<file path="src/rtl/param_pkg.sv">
// param_pkg: VC-4 geometry, POH row indices and shared types for vc4_poh_mapper.
`default_nettype none

package param_pkg;

  localparam int c4_Length  = 260;
  localparam int vc4_Length = 261;
  localparam int vc4_Width  = 9;

  localparam logic [3:0] POH_J1 = 4'd0;
  localparam logic [3:0] POH_B3 = 4'd1;
  localparam logic [3:0] POH_C2 = 4'd2;
  localparam logic [3:0] POH_G1 = 4'd3;
  localparam logic [3:0] POH_F2 = 4'd4;
  localparam logic [3:0] POH_H4 = 4'd5;
  localparam logic [3:0] POH_F3 = 4'd6;
  localparam logic [3:0] POH_K3 = 4'd7;
  localparam logic [3:0] POH_N1 = 4'd8;

  typedef logic [vc4_Width-1:0][7:0] poh_bytes_t;

  typedef enum logic [1:0] {
    ST_SYNC    = 2'd0,
    ST_POH     = 2'd1,
    ST_PAYLOAD = 2'd2
  } state_t;

endpackage

`default_nettype wire

</file>
<file path="src/rtl/vc4_bip8.sv">
// vc4_bip8: BIP-8 accumulator with latched per-frame result (built only with VC4_B3_BIP_EN).
`default_nettype none

`ifdef VC4_B3_BIP_EN
module vc4_bip8 (
  input  logic       clk,
  input  logic       rst_n,
  input  logic       i_clr,
  input  logic       i_clr_res,
  input  logic       i_en,
  input  logic       i_latch,
  input  logic [7:0] i_data,
  output logic [7:0] o_b3
);

  logic [7:0] r_acc;
  logic [7:0] r_b3;

  assign o_b3 = r_b3;

  always_ff @(posedge clk or negedge rst_n) begin
    if (!rst_n) begin
      r_acc <= '0;
      r_b3  <= '0;
    end else begin
      if (i_clr) begin
        r_acc <= '0;
      end else if (i_en) begin
        // The last byte of the frame is folded into the result, not the next frame.
        if (i_latch) begin
          r_b3  <= r_acc ^ i_data;
          r_acc <= '0;
        end else begin
          r_acc <= r_acc ^ i_data;
        end
      end
      if (i_clr_res) begin
        r_b3 <= '0;
      end
    end
  end

endmodule
`endif

`default_nettype wire

</file>
<file path="src/rtl/vc4_poh_mapper.sv">
// vc4_poh_mapper: inserts a POH column in front of a 9x260 C-4 stream to form a 9x261 VC-4.
// Macro VC4_B3_BIP_EN enables the BIP-8 (B3) computation; otherwise B3 is constant 8'h00.
`default_nettype none

module vc4_poh_mapper
  import param_pkg::*;
#(
  parameter logic [7:0] J1_BYTE  = 8'h01,
  parameter logic [7:0] C2_LABEL = 8'h12,
  parameter logic [7:0] G1_BYTE  = 8'h00,
  parameter logic [7:0] F2_BYTE  = 8'h00,
  parameter logic [7:0] H4_BYTE  = 8'h00,
  parameter logic [7:0] F3_BYTE  = 8'h00,
  parameter logic [7:0] K3_BYTE  = 8'h00,
  parameter logic [7:0] N1_BYTE  = 8'h00
) (
  input  logic       clk,
  input  logic       rst_n,
  input  logic [7:0] in_data,
  input  logic       in_valid,
  input  logic       in_sof,
  output logic       in_ready,
  output logic [7:0] out_data,
  output logic       out_valid,
  output logic       out_sof,
  output logic       out_eof,
  input  logic       out_ready,
  output logic       sof_err
);

  state_t     r_state;
  logic [3:0] r_row;
  logic [8:0] r_col;
  logic       r_live;

  logic       w_adv;
  logic       w_first;
  logic       w_in_xfer;
  logic       w_sof_bad;
  logic       w_sof_miss;
  logic       w_pay_load;
  logic       w_last_col;
  logic       w_last_row;
  logic [7:0] w_b3;
  logic [7:0] w_load_data;
  poh_bytes_t w_poh;

  assign w_adv      = !out_valid | out_ready;
  assign w_first    = (r_row == POH_J1) && (r_col == 9'd1);
  assign w_last_col = (r_col == 9'(vc4_Length - 1));
  assign w_last_row = (r_row == POH_N1);

  // r_live keeps in_ready low while reset is asserted and on the first cycle after it.
  always_comb begin
    in_ready = 1'b0;
    case (r_state)
      ST_SYNC:    in_ready = r_live & !in_sof;
      ST_PAYLOAD: in_ready = w_adv & (w_first | !in_sof);
      default:    in_ready = 1'b0;
    endcase
  end

  assign w_in_xfer  = in_valid & in_ready;
  assign w_sof_bad  = (r_state == ST_PAYLOAD) & in_valid & in_sof & !w_first;
  assign w_sof_miss = (r_state == ST_PAYLOAD) & w_in_xfer & w_first & !in_sof;
  assign w_pay_load = (r_state == ST_PAYLOAD) & w_in_xfer & !w_sof_miss;

  always_comb begin
    w_poh         = '0;
    w_poh[POH_J1] = J1_BYTE;
    w_poh[POH_B3] = w_b3;
    w_poh[POH_C2] = C2_LABEL;
    w_poh[POH_G1] = G1_BYTE;
    w_poh[POH_F2] = F2_BYTE;
    w_poh[POH_H4] = H4_BYTE;
    w_poh[POH_F3] = F3_BYTE;
    w_poh[POH_K3] = K3_BYTE;
    w_poh[POH_N1] = N1_BYTE;
  end

  assign w_load_data = (r_state == ST_POH) ? w_poh[r_row] : in_data;

`ifdef VC4_B3_BIP_EN
  logic w_load;
  assign w_load = ((r_state == ST_POH) & w_adv) | w_pay_load;

  vc4_bip8 u_bip8 (
    .clk       (clk),
    .rst_n     (rst_n),
    .i_clr     (w_sof_bad | w_sof_miss),
    .i_clr_res (w_sof_bad),
    .i_en      (w_load),
    .i_latch   (w_pay_load & w_last_col & w_last_row),
    .i_data    (w_load_data),
    .o_b3      (w_b3)
  );
`else
  assign w_b3 = 8'h00;
`endif

  always_ff @(posedge clk or negedge rst_n) begin
    if (!rst_n) begin
      r_state   <= ST_SYNC;
      r_row     <= '0;
      r_col     <= '0;
      r_live    <= 1'b0;
      out_data  <= '0;
      out_valid <= 1'b0;
      out_sof   <= 1'b0;
      out_eof   <= 1'b0;
      sof_err   <= 1'b0;
    end else begin
      r_live  <= 1'b1;
      sof_err <= 1'b0;
      if (w_adv) begin
        out_valid <= 1'b0;
        out_sof   <= 1'b0;
        out_eof   <= 1'b0;
      end
      case (r_state)
        ST_SYNC: begin
          // The sof byte itself stays on the input; it is consumed at row 0 col 1.
          if (in_valid && in_sof) begin
            r_row   <= POH_J1;
            r_col   <= '0;
            r_state <= ST_POH;
          end
        end
        ST_POH: begin
          if (w_adv) begin
            out_data  <= w_load_data;
            out_valid <= 1'b1;
            out_sof   <= (r_row == POH_J1);
            r_col     <= 9'd1;
            r_state   <= ST_PAYLOAD;
          end
        end
        ST_PAYLOAD: begin
          if (w_sof_bad) begin
            sof_err <= 1'b1;
            r_row   <= POH_J1;
            r_col   <= '0;
            r_state <= ST_POH;
          end else if (w_sof_miss) begin
            sof_err <= 1'b1;
            r_row   <= POH_J1;
            r_col   <= '0;
            r_state <= ST_SYNC;
          end else if (w_pay_load) begin
            out_data  <= w_load_data;
            out_valid <= 1'b1;
            out_eof   <= w_last_col & w_last_row;
            if (w_last_col) begin
              r_col   <= '0;
              r_row   <= w_last_row ? POH_J1 : r_row + 4'd1;
              r_state <= ST_POH;
            end else begin
              r_col <= r_col + 9'd1;
            end
          end
        end
        default: r_state <= ST_SYNC;
      endcase
    end
  end

endmodule

`default_nettype wire

</file>
<file path="config.mk">
export PLATFORM = sky130hd
export DESIGN_NAME = vc4_poh_mapper
export DESIGN_NICKNAME = d
export VERILOG_FILES = /design/src/rtl/param_pkg.sv /design/src/rtl/vc4_bip8.sv /design/src/rtl/vc4_poh_mapper.sv
export SDC_FILE = /design/constraint.sdc
export NUM_CORES = 1
export LEC_CHECK = 0
export CAP_MARGIN = 30
export CORE_MARGIN = 4
export CORE_UTILIZATION = 53
export DETAILED_ROUTE_END_ITERATION = 10
export PLACE_DENSITY_LB_ADDON = 0.15
export SYNTH_ARGS = -nofsm -noshare
export SYNTH_HDL_FRONTEND = slang
export SYNTH_SLANG_ARGS = --single-unit
</file>
<file path="constraint.sdc">
create_clock -name clk -period 2.9 [get_ports clk]
set_input_delay 0.87 -clock clk [delete_from_list [all_inputs] [get_ports clk]]
set_output_delay 0.87 -clock clk [all_outputs]
set_load 0.02 [all_outputs]
</file>
# Word-level counts from Yosys, hierarchy flattened
# Memory sizes are Yosys's and may differ from the RTL's.
# Cells that the tools add are included.
dict set report totals {
  romBits 128
  ff_bits 28
  memories 1
  output_inout_bits 13
  in_bits 13
  wordCells 99
}
# name words width read_ports rd_clocked_by_memory_dff write_ports line
set memory_table {}
lappend memory_table {{(name not given)} 16 8 1 0 0 vc4_poh_mapper.sv:81} ;# assign w_load_data = (r_state == ST_POH) ? w_poh[r_row] : in_data;
dict set report op_classes {
  bitwise 13
  mux 46
  n_reduce_logical 15
  add_sub_neg 2
  order_cmp 1
  n_eq_ne 12
}
# op n
set op_table {}
lappend op_table {{$mux 9} 6}
lappend op_table {{$mux 8} 6}
lappend op_table {{$pmux 9 s3} 1}
lappend op_table {{$mux 4} 6}
lappend op_table {{$mux 1} 16}
lappend op_table {{$pmux 8 s2} 1}
lappend op_table {{$mux 2} 6}
lappend op_table {{$reduce_and 4->1} 3}
lappend op_table {{$and 1x1->1} 11}
lappend op_table {{$ne 2x2->1 const B} 5}
lappend op_table {{$add 9x1->9 const B} 1}
lappend op_table {{$eq 9x1->1 const B} 1}
lappend op_table {{$eq 9x9->1 const B} 1}
lappend op_table {{$ne 4x4->1 const B} 2}
lappend op_table {{$pmux 4 s2} 1}
lappend op_table {{$pmux 2 s3} 1}
lappend op_table {{$lt 4x5->1 const B} 1}
lappend op_table {{$reduce_and 5->1} 1}
lappend op_table {{$add 4x1->4 const B} 1}
lappend op_table {{$eq 4x4->1 const B} 1}
lappend op_table {{$logic_not 1->1} 4}
lappend op_table {{$logic_not 4->1} 1}
lappend op_table {{$pmux 1 s2} 2}
lappend op_table {{$reduce_bool 2->1} 2}
lappend op_table {{6 further kinds} 8}

# Logic depth before layout (Yosys ltp)
# Gate-level depths: netlist of the first run.
dict set report logic_depth {
  word_depth 15
  ltp_mapped 9
  mapped_depth_nobuf 8
}

# Least setup slack after synthesis of the first run
# No wires, ideal clock.
dict set report synth_path {
  kind {input port to flip-flop}
  start {input out_ready}
  end {register r_row[0]}
  arrival_ns 2.637
  cell_stages 7
  slack_ns 0.187
  path_cell_list {nor2b_1 > clkbuf_1 > o22a_1 > or4_4 > a41o_4 > or4b_1 > o21ai_1}
}
dict set report synth_between {
  elab_chain_cells 11
}
# item line
set synth_rtl {}
lappend synth_rtl {{start: declaration} vc4_poh_mapper.sv:27} ;# input logic out_ready,
lappend synth_rtl {{$or 1x1->1 *} vc4_poh_mapper.sv:48} ;# assign w_adv = !out_valid | out_ready;
lappend synth_rtl {{$and 1x1->1 *} vc4_poh_mapper.sv:58} ;# ST_PAYLOAD: in_ready = w_adv & (w_first | !in_sof);
lappend synth_rtl {{$pmux 1 s2 *} vc4_poh_mapper.sv:56} ;# case (r_state)
lappend synth_rtl {{$and 1x1->1 *} vc4_poh_mapper.sv:63} ;# assign w_in_xfer = in_valid & in_ready;
lappend synth_rtl {{$and 1x1->1 *} {vc4_poh_mapper.sv:65, vc4_poh_mapper.sv:66}}
lappend synth_rtl {{$and 1x1->1 (2 in series)} vc4_poh_mapper.sv:65} ;# assign w_sof_miss = (r_state == ST_PAYLOAD) & w_in_xfer & w_first & !in_sof;
lappend synth_rtl {{$logic_not 1->1} vc4_poh_mapper.sv:66} ;# assign w_pay_load = (r_state == ST_PAYLOAD) & w_in_xfer & !w_sof_miss;
lappend synth_rtl {{$and 1x1->1} vc4_poh_mapper.sv:66}
lappend synth_rtl {{$ne 4x4->1 (no line)} -}
lappend synth_rtl {{$reduce_and 4->1 (no line)} -}
lappend synth_rtl {{end signal: assignment} vc4_poh_mapper.sv:155} ;# r_row <= w_last_row ? POH_J1 : r_row + 4'd1;
lappend synth_rtl {{end: declaration} vc4_poh_mapper.sv:32} ;# logic [3:0] r_row;
# Every way passes the cells marked *; elsewhere a longest branch is shown, timed or not.
# A chain may end at the register's enable or synchronous reset.

# Worst setup path in the final report of the first run
dict set report layout_path {
  start {input out_ready}
  end {register r_col[7]}
}
dict set report layout_between {
  elab_chain_cells 11
}
# item line
set layout_rtl {}
lappend layout_rtl {{$or 1x1->1 *} vc4_poh_mapper.sv:48}
lappend layout_rtl {{$and 1x1->1} vc4_poh_mapper.sv:58}
lappend layout_rtl {{$pmux 1 s2} vc4_poh_mapper.sv:56}
lappend layout_rtl {{$and 1x1->1} vc4_poh_mapper.sv:63}
lappend layout_rtl {{$and 1x1->1} {vc4_poh_mapper.sv:65, vc4_poh_mapper.sv:66}}
lappend layout_rtl {{$and 1x1->1 (2 in series)} vc4_poh_mapper.sv:65}
lappend layout_rtl {{$logic_not 1->1} vc4_poh_mapper.sv:66}
lappend layout_rtl {{$and 1x1->1} vc4_poh_mapper.sv:66}
lappend layout_rtl {{$ne 4x4->1 (no line)} -}
lappend layout_rtl {{$reduce_and 4->1 (no line)} -}
lappend layout_rtl {{end signal: assignment} vc4_poh_mapper.sv:158} ;# r_col <= r_col + 9'd1;
lappend layout_rtl {{end: declaration} vc4_poh_mapper.sv:33} ;# logic [8:0] r_col;
# Marked as above.

==> results of run 1 <==
layout by cell type, fill, tap and decap left out, types with 2 or more instances in the layout:
master and instances:
mux2_2 8, nor2b_1 7, clkdlybuf4s50_1 24, nand2_1 12
inv_1 14, o21ai_0 14, or3_1 2, nand3_1 17
a21o_1 2, ha_1 10, nor3_1 4, buf_4 21
a22o_1 5, a21oi_1 2, and3_1 4, nand4_1 2
nor2_1 14, dfrtp_1 28, clkbuf_4 3, o31ai_1 2
nor4_1 3
metal layers:
layer | vias to the layer above | routed length, um | global-route usage (%)
met5 | - | 0 | 0
met4 | 0 | 47 | 4.22
met2 | 44 | 2110 | 39.2
met3 | 8 | 212 | 2.77
li1 | 736 | - | -
met1 | 736 | 1810 | 28.8
cells by family (layout without fill, tap and decap cells):
group	Yosys count	count (layout)	synth area share [%]
xor gates and xnor gates	1	1	0.517
DFF	28	28	41.4
and+or+nand+nor	75	75	25.2
muxes	9	9	5.91
other	1	1	0.221
AOI/OAI and AO/OA	36	36	15.1
adders and majority gates	10	10	7.39
buffers and inverters	19	64	4.28
through the flow:
step / utilization [%] / cell area [sq um]
after floorplan: - / 1690
after global placement: 70.0 / 2140
after detailed placement: 70.0 / 2140
after CTS: 71.2 / 2170
after global routing: 71.5 / 2180
final: 71.5 / 2180
flip-flops by register name (all words and copies together) (netlist names), named ones only:
signal / flops
r_state: 2
r_live: 1
out_data: 8
r_col: 9
out_eof: 1
sof_err: 1
out_valid: 1
r_row: 4
layout make-up:
type                            count  area [sq um]  share of cell area (%)
Tap cell                           44          55.1                    2.52
Inverter                           14          52.6                    2.41
Timing Repair Buffer               46           403                    18.5
Clock buffer                        4          36.3                    1.66
Sequential cell                    28           701                    32.1
Multi-Input combinational cell    132           935                    42.8
critical path: cells and delay by family:
family / cells / cell delay, ps
compound gates: 2 / 490
buf+inv: 3 / 790
simple gates: 4 / 910
power by group through the flow:
| stage | clock, mW | combinational (mW) | sequential (mW) |
|---|---|---|---|
| after floorplan | 0 | 0.598 | 0.627 |
| after global placement | 0 | 1.09 | 0.549 |
| after detailed placement | 0 | 1.14 | 0.560 |
| after CTS | 0.197 | 1.14 | 0.551 |
| after global routing | 0.220 | 1.26 | 0.564 |
| final | 0.192 | 1.15 | 0.551 |
repair_timing:
| action | CTS | global route |
|---|---|---|
| setup endpoints to repair | 1 | 3 |
| pin swaps | 0 | 2 |
| gates resized for setup | 3 | 4 |
worst paths after layout:
check,startpoint,to,slack (ps)
worst max register to register,r_row[0],out_data[7],230
max in group asynchronous,rst_n,r_row[0],1730
worst min-delay path,flop,flop,520
worst max-delay path,out_ready,r_col[7],90
worst min register to register,flop,flop,520
min in group asynchronous,rst_n,r_col[5],900
==> flow_summary_export.csv, run 1 <==
group,metric,value,unit
critical_path,worst_ep_arrival_time,3050,ps
routing,first_pass_iters,4,
die,io_pins,26,
timing,whs,523,ps
final_layout,nets,248,
worst_hold_path,hold_depth,2,
die,dieHeight,64.5,um
timing,final_hold_viol_count,0,
clock_tree,numCtsBuffers,3,
placed_design,pre_cts_slack,-319,ps
global_routing,grt-ovfl-total,0,
routing,wirelength,4180,um
global_routing,grt_max_degree,29,
timing,min_period_over_period,97.0,%
timing,tightest_slew,580,ps
power,p_clk_share,10.1,%
synth,yosysMostFrequentCell,"dfrtp_1",
critical_path,required,3130,ps
synth,syn_inst,179,
timing,rsz0062_at_grt,"false",
synth,synth_ff_type,"dfrtp_1",
final_layout,drive_gt1_share,18.8,%
placed_design,place_congestion,0.970,
die,die_area,4160,sq um
critical_path,start_kind,"input port",
synth,yosys_warnings,0,
global_routing,grt.total_usage,22.0,%
synth,yosysSeqAreaShare,41.4,%
timing,fin_tns_setup,0,ps
clock_tree,cts.path.max_buffers,2,
routing,wl_per_cell,15.6,um
power,p_leak,0.997,nW
timing,fmax,355,MHz
critical_path,crit_top_cell,"buf_4",
synth,syn-cell-area,1690,sq um
die,rows,20,
critical_path,ff2ff_path_depth,10,
synth,synth_async_sr_flop_share,100,%
placed_design,io_buffer_count,25,
power,switchingPower,0.778,mW
power,ir_worst_vdd,454,uV
synth,synth.net_count,202,
placed_design,dpl.cell_count,264,
global_routing,grt_pass1_wl,7360,um
synth,synthTopCellsByCount,"28 x dfrtp_1, 17 x nand3_1, 14 x inv_1, 14 x nor2_1, 14 x o21ai_0",
synth,yosys-top-cells-area,"dfrtp_1 41%, ha_1 7.4%, mux2_2 5.3%, nand3_1 5.0%, o21ai_0 4.1%",
critical_path,cp-end-kind,"flop",
timing,skew,3.98,ps
synth,synth_area_per_cell,9.46,sq um
clock_tree,cts_tree,"yes",
synth,synth_edf_count,0,
routing,route.detailed.drc,0,
synth,ys_types,42,
routing,dr_total_vias,1524,
timing,fin_crit,2810,ps
critical_path,cp_max_fo,6,
worst_hold_path,hold_path_class,"reg -> reg",
synth,synth_top_area_cell,"dfrtp_1",
global_routing,grt_pass1_vias,1519,
power,p_int,1.12,mW
clock_tree,htree_levels,1,
routing,drtIter0Drc,127,
timing,maxSlewViolCount,0,
die,initial_utilization,55.5,%
run_status,status,"finished clean",
clock_tree,clkSlewWorstSetupHoldPaths,150,ps
final_layout,syn_to_final_growth,28.8,%
placed_design,dp_hpwl,3290,um
job,cap_viol_max_count,0,
power,pwr-share-seq,29.1,%
clock_tree,cts_root_buf,"clkbuf_4",
critical_path,crit_chain,"clkdlybuf4s50_1, nor2b_2, o22a_1, buf_4, or4_4, buf_4, nand3_1, nor2_1, a22o_1",
timing,setup_viol,0,
global_routing,antenna_found_initial,0,
clock_tree,cts_setup_buffers,0,
clock_tree,clk_latency,320,ps
timing,post-route-worst-setup-slack,87.0,ps
timing,maxSlewHeadroom,61.0,%
critical_path,crit_type,"in -> reg",
synth,synth-seq-cells,28,
die,coreArea,3050,sq um
power,total_power,1.90,mW
final_layout,fillers,229,
clock_tree,ctsHoldBuffers,0,
power,swShare,41.0,%
critical_path,max_stage_delay,490,ps
power,powerDensity,869,nW/um^2
final_layout,final_cell_count_no_fill,268,
routing,ant_nets,0,
clock_tree,cts_sinks,28,
die,die_x,64.5,um
critical_path,crit_slowest_cell,"or4_4",
power,p_comb_share,60.8,%
final_layout,diodes,0,
routing,viasPerCell,5.69,
synth,netlist.area_leader.share,41.4,%
Note: power is estimated with default switching activity, not from simulation.
==> run 2: changes to the inputs <==
- CORE_MARGIN: 4 -> not set
==> run 2 against run 1 <==
Utilization decreased by 0.33 points. Design area decreased by 0.46%. Setup slack improved by 21 ps. Count of clock-buffer cells in the layout unchanged. Maximum frequency increased by 0.74%. Register-to-register slack about the same. Non-clock buffer count decreased by 1. Clock power increased by 3%. Clock skew about the same.
==> flow_summary_export.csv, run 2 (synthesis gave the netlist of run 1 again) <==
group,metric,value,unit
routing,viasPerCell,5.71,
die,coreArea,3050,sq um
power,switchingPower,0.770,mW
clock_tree,cts_sinks,28,
power,total_power,1.89,mW
timing,maxSlewViolCount,0,
timing,tightest_slew,545,ps
clock_tree,cts_resized,3,
critical_path,crit_type,"in -> reg",
timing,setup_viol,0,
critical_path,r2r_end,"r_row[0]",
critical_path,max_stage_delay,480,ps
global_routing,grt-ovfl-total,0,
critical_path,start_kind,"input port",
clock_tree,cts_root_buf,"clkbuf_4",
critical_path,cp-end-kind,"flop",
global_routing,grt_pass1_vias,1515,
clock_tree,cts_tree,"yes",
clock_tree,clkSlewWorstSetupHoldPaths,150,ps
routing,drtIter0Drc,101,
critical_path,cp_max_fo,4,
critical_path,critical_path_buf_inv_count,2,
die,die_area,3430,sq um
timing,maxSlewHeadroom,63.6,%
final_layout,largest_register,"r_col",
die,io_pins,26,
critical_path,ff2ff_path_depth,9,
global_routing,grt_pass1_wl,6670,um
power,powerDensity,869,nW/um^2
run_status,status,"finished clean",
power,p_clk_share,10.5,%
global_routing,antenna_found_initial,0,
critical_path,rrSetupSlack,240,ps
critical_path,crit_chain,"clkdlybuf4s50_1, nor2b_1, o22a_1, buf_4, or4_4, a41o_4, or4b_1, o21ai_1",
final_layout,fillers,252,
critical_path,r2r_start,"r_row[0]",
critical_path,crit_slowest_cell,"or4_4",
placed_design,io_buffer_count,25,
timing,fin_tns_setup,0,ps
timing,fin_crit,2790,ps
die,initial_utilization,55.5,%
clock_tree,cts.path.max_buffers,2,
timing,final_hold_viol_count,0,
die,rows,20,
power,ir_worst_vdd,440,uV
final_layout,drive_gt1_share,17.9,%
critical_path,required,3180,ps
job,cap_viol_max_count,0,
routing,dr_total_vias,1525,
final_layout,layout_commonest_cell,"dfrtp_1",
routing,wl_per_cell,14.8,um
power,swShare,40.8,%
power,p_int,1.12,mW
power,pwr-share-seq,29.1,%
clock_tree,htree_levels,1,
critical_path,crit_family,"simple AND/OR/NAND/NOR gates",
placed_design,place_congestion,0.931,
final_layout,diodes,0,
routing,route.detailed.drc,0,
global_routing,grt_max_degree,29,
timing,rsz0062_at_grt,"false",
routing,ant_nets,0,
global_routing,grt.total_usage,25.7,%
routing,wirelength,3960,um
placed_design,dp_hpwl,3020,um
clock_tree,numCtsBuffers,3,
critical_path,cp-startpoint,"out_ready",
worst_hold_path,hold_path_class,"reg -> reg",
final_layout,layout_common_cells,"28 x dfrtp_1, 24 x clkdlybuf4s50_1, 20 x buf_4",
final_layout,syn_to_final_growth,28.2,%
clock_tree,cts_setup_buffers,0,
clock_tree,ctsHoldBuffers,0,
final_layout,largest_reg_flops,9,
critical_path,crit_end,"r_row[0]",
final_layout,reg.largest.list,"r_col: 9 flops, out_data: 8 flops, r_row: 4 flops",
routing,first_pass_iters,4,
critical_path,worst_ep_arrival_time,3070,ps
timing,skew,4.05,ps
final_layout,nets,247,
critical_path,cp.depth,8,
power,p_comb_share,60.3,%
die,die_x,58.5,um
clock_tree,clk_latency,340,ps
die,dieHeight,58.5,um
power,p_leak,0.998,nW
timing,min_period_over_period,96.3,%
timing,fmax,358,MHz
==> run 2: cell types whose count changed in the layout (fill, tap and decap cells not counted), sizes merged <==
cell / delta
buf: -1
==> run 2: final cells by class <==
class / count / area [sq um] / area share, %
clock buffer: 4 / 36.3 / 1.67
sequential: 28 / 701 / 32.3
tap: 44 / 55.1 / 2.53
inverter: 14 / 52.6 / 2.42
timing repair buffer: 45 / 395 / 18.2
multi-input combinational: 132 / 932 / 42.9
==> run 2: through the flow <==
step	cell area, sq um	cells	setup WS, ps	hold WS (ps)	util (%)
2_1_floorplan	1690	179	187	504	-
3_3_place_gp	2130	263	-306	468	69.8
3_5_place_dp	2130	263	-288	496	69.8
4_1_cts	2170	267	31.3	530	71.0
5_1_grt	2170	267	43.4	539	71.1
6_report	2170	267	108	523	71.1
==> run 2: metal layers <==
metal	vias up	global-route usage, %	wire length, um
li1	731	-	-
met1	731	33.7	1790
met2	55	43.0	1910
met3	8	3.52	210
met4	0	10.5	55
met5	-	0	0
==> run 2: worst min-delay path by stage <==
stage                   to  depth (start not counted)  slack (ps)         from
6_report       out_data[2]                          1         520  out_data[2]
5_1_grt        out_data[2]                          1         540  out_data[2]
4_1_cts        out_data[2]                          1         530  out_data[2]
3_5_place_dp   out_data[2]                          1         500  out_data[2]
3_3_place_gp          flop                          2         470         flop
2_1_floorplan     r_col[8]                          1         500     r_col[8]
==> run 2: power groups by stage <==
| stage | Clock, mW | Sequential [mW] | Combinational, mW |
|---|---|---|---|
| floorplan | 0 | 0.627 | 0.598 |
| global placement | 0 | 0.549 | 1.09 |
| detailed placement | 0 | 0.562 | 1.12 |
| CTS | 0.206 | 0.552 | 1.13 |
| global route | 0.219 | 0.562 | 1.24 |
| finish | 0.198 | 0.550 | 1.14 |
